--- src/rtl/nbit_comparator.sv ---
// rtl/nbit_comparator.sv - registered N-bit magnitude comparator, unsigned or two's complement per sample
// Produces a one-hot {agreat, aless, equal} result one cycle after each valid sample.
module nbit_comparator #(
    parameter int WIDTH = 4
) (
    input  logic             clk,
    input  logic             rst,
    input  logic             in_valid,
    input  logic             is_signed,
    input  logic [WIDTH-1:0] a,
    input  logic [WIDTH-1:0] b,
    output logic             out_valid,
    output logic             agreat,
    output logic             aless,
    output logic             equal
);

    localparam logic [WIDTH-1:0] SIGN_MASK = WIDTH'(1) << (WIDTH - 1);

    logic [WIDTH-1:0] flip_mask;
    logic [WIDTH-1:0] a_key;
    logic [WIDTH-1:0] b_key;

    logic valid_d,  valid_q;
    logic agreat_d, agreat_q;
    logic aless_d,  aless_q;
    logic equal_d,  equal_q;

    // Inverting the sign bit maps two's-complement order onto plain unsigned order,
    // so one unsigned comparator serves both modes without any subtraction.
    always_comb begin
        flip_mask = SIGN_MASK & {WIDTH{is_signed}};
        a_key     = a ^ flip_mask;
        b_key     = b ^ flip_mask;
    end

    always_comb begin
        valid_d  = in_valid;
        agreat_d = agreat_q;
        aless_d  = aless_q;
        equal_d  = equal_q;
        if (in_valid) begin
            agreat_d = (a_key > b_key);
            aless_d  = (a_key < b_key);
            equal_d  = (a == b);
        end
    end

    // Flags hold their last result across gaps; only out_valid drops.
    always_ff @(posedge clk) begin
        if (rst) begin
            valid_q  <= 1'b0;
            agreat_q <= 1'b0;
            aless_q  <= 1'b0;
            equal_q  <= 1'b0;
        end else begin
            valid_q  <= valid_d;
            agreat_q <= agreat_d;
            aless_q  <= aless_d;
            equal_q  <= equal_d;
        end
    end

    assign out_valid = valid_q;
    assign agreat    = agreat_q;
    assign aless     = aless_q;
    assign equal     = equal_q;

endmodule

--- config.mk ---
export PLATFORM = sky130hd
export DESIGN_NAME = nbit_comparator
export DESIGN_NICKNAME = d
export VERILOG_FILES = /design/src/rtl/nbit_comparator.sv
export SDC_FILE = /design/constraint.sdc
export NUM_CORES = 1
export LEC_CHECK = 0
export ABC_AREA = 1
export BUFFER_PORTS_ARGS = -buffer_cell sky130_fd_sc_hd__buf_2
export CAP_MARGIN = 10
export CORE_AREA = 2 2 39 41
export CTS_CLUSTER_DIAMETER = 40
export DETAILED_ROUTE_END_ITERATION = 8
export DIE_AREA = 0 0 41 43
export SYNTH_ARGS = -nofsm -noshare
export SYNTH_HDL_FRONTEND = slang
export SYNTH_SLANG_ARGS = --single-unit
--- constraint.sdc ---
create_clock -name clk -period 1.04 [get_ports clk]
set_input_delay 0.104 -clock clk [delete_from_list [all_inputs] [get_ports clk]]
set_output_delay 0.104 -clock clk [all_outputs]
set_load 0.005 [all_outputs]
==> impl_metrics.json <==
{
  "worstPathCellList": "buf_2",
  "worstPathMaxFanout": 2,
  "die_width_um": 41,
  "pin_count": 16,
  "critPathKind": "flop to output pin",
  "cap_violations": 0,
  "yosysWarnings": 0,
  "r2r_slack_ns": 0.41,
  "drt-total-wl_um": 499,
  "timing.rr.start": "equal",
  "critPathArrivalTime_ns": 0.67,
  "ir_drop_uv": 543,
  "synth_cells": 40,
  "rsz0062_at_grt": "no",
  "required_ns": 0.94,
  "coreArea_um2": 1380,
  "hpwl_um": 444,
  "hp-start": "rst",
  "htree_levels": 1,
  "grt_pass1_vias": 248,
  "fp.dieH_um": 43,
  "fin_crit_sh": 0.743,
  "drt_iter0_drc": 2,
  "timing.rr.end": "equal",
  "max_freq_mhz": 1290,
  "p_leak_nw": 0.239,
  "path_buf_inv": 1,
  "cts_buffers": 3,
  "ff2ff_path_depth": 2,
  "postCtsHoldBufs": 0,
  "whs_path_depth": 2,
  "clk_latency_ns": 0.23,
  "synth_area_per_cell_um2": 6.98,
  "power_uw": 462,
  "initial_core_util": 0.202,
  "cts_tree": "yes",
  "critPathMaxStageDelay_ns": 0.33,
  "setup_viol": 0,
  "clockRootBuffer": "clkbuf_4",
  "cts_setup_buffers": 0,
  "synthToLayoutAreaGrowth_pct": 42.2,
  "antenna_found_initial": 0,
  "maxSlewHeadroom": 0.898,
  "grt-ovfl-total": 0,
  "final_max_slew_viol_count": 0,
  "hold_slack_ns": 0.0553,
  "tightest_slew_ns": 0.152,
  "route.detailed.drc": 0,
  "io_buffers": 15,
  "syn_area_um2": 279,
  "tns_ns": 0,
  "post-route-util": 0.287,
  "synth_cell_types": 14,
  "rows": 14,
  "cts_resized": 0,
  "vias_per_cell": 3.81,
  "grt_max_degree": 6,
  "power.density_nw_per_um2": 1160,
  "firstDrtPassIters": 2,
  "grt_pass1_wl_um": 890,
  "wl_per_cell_um": 6.74,
  "placed_area_um2": 374,
  "die_area_um2": 1760,
  "yosysSeqAreaShare": 0.287,
  "crit_family": "flip-flops",
  "fillCellCount": 163,
  "detail-route-antenna-nets": 0,
  "hold_viol": 0,
  "path_clk_slew_ns": 0.04,
  "globalplace.congestion": 0.724,
  "worstHoldEndpoint": "agreat",
  "start_kind": "flop",
  "fin_skew_ns": 0,
  "period_needed_ns": 0.773,
  "drive_above_1_share": 0.466,
  "num_vias": 282,
  "cp-end-kind": "output pin",
  "diodes": 0,
  "synth_fp_nets": 55,
  "synth-seq-cells": 4,
  "status": "completed",
  "clock_sinks": 4,
  "holdCritPathClass": "input port to flop",
  "cp_slowest_cell": "dfxtp_1",
  "stdcell_area_um2": 397,
  "grt_use_total": 0.0793,
  "layout.nets": 75,
  "clockBufferDepth": 2
}
## layer usage
metal  share of wire  up-vias  wire length (µm)  GRT usage
li1                -      158                 -          -
met1            0.46      113               230     0.0900
met2            0.40       11               198     0.0906
met3            0.14        0                70     0.0838
met4               0        0                 0     0.0400
met5               0        -                 0          0
## sequential cells by signal, indices dropped and copies added (netlist names)
register	count
agreat	1
equal	1
out_valid	1
aless	1
## through the flow
stage | instances | setup WS (ns)
2_1_floorplan | 40 | 0.176
3_3_place_gp | 71 | 0.0420
3_5_place_dp | 71 | 0.0321
4_1_cts | 74 | 0.245
5_1_grt | 74 | 0.220
6_report | 74 | 0.267
## cell families after synthesis
family / Yosys count / synth area share
simple gates: 16 / 0.300
buf+inv: 11 / 0.148
compound gates: 6 / 0.130
flops: 4 / 0.287
fa+ha+maj: 3 / 0.135
## cell type report
| type | count | area [µm²] | share of cell area |
|---|---|---|---|
| repair buffers | 15 | 75.1 | 0.189 |
| well taps | 16 | 20.0 | 0.0505 |
| multi-input cells | 25 | 158 | 0.397 |
| flip-flops and latches | 4 | 80.1 | 0.202 |
| inverters | 11 | 41.3 | 0.104 |
| clock buffers | 3 | 22.5 | 0.0568 |
## synthesized netlist by cell type
| cell | instances | share of area |
|---|---|---|
| nor2_1 | 2 | 0.027 |
| nand2_2 | 4 | 0.090 |
| nand3_1 | 1 | 0.018 |
| a21oi_2 | 1 | 0.031 |
| o21ai_0 | 2 | 0.036 |
| o21bai_1 | 1 | 0.027 |
| inv_2 | 2 | 0.027 |
| a21oi_1 | 1 | 0.018 |
| nand2_1 | 7 | 0.094 |
| inv_1 | 9 | 0.12 |
| dfxtp_1 | 4 | 0.29 |
| o21ai_1 | 1 | 0.018 |
| nand3_2 | 2 | 0.072 |
| ha_1 | 3 | 0.13 |
## report_power, final
| part | internal (mW) | switching, mW | total [mW] |
|---|---|---|---|
| Combinational | 0.0504 | 0.0537 | 0.104 |
| Sequential | 0.165 | 0.00377 | 0.169 |
| Clock | 0.129 | 0.0603 | 0.189 |
## cells in the final DEF (no fill, tap or decap)
master,instances
a21oi_1,1
a21oi_2,1
buf_2,15
clkbuf_4,3
dfxtp_1,4
ha_1,3
inv_1,9
inv_2,2
nand2_1,7
nand2_2,4
nand3_1,1
nand3_2,2
nor2_1,2
o21ai_0,2
o21ai_1,1
o21bai_1,1
## how the worst max path moves through the flow
stage,startpoint,endpoint,slack [ns],cells after the start
2_1_floorplan,b[1],agreat,0.18,8
3_3_place_gp,a[1],agreat,0.04,8
3_5_place_dp,a[1],agreat,0.03,8
4_1_cts,agreat,agreat,0.25,1
5_1_grt,a[1],agreat,0.22,8
6_report,agreat,agreat,0.27,1
Power figures use the tool's default switching activity.
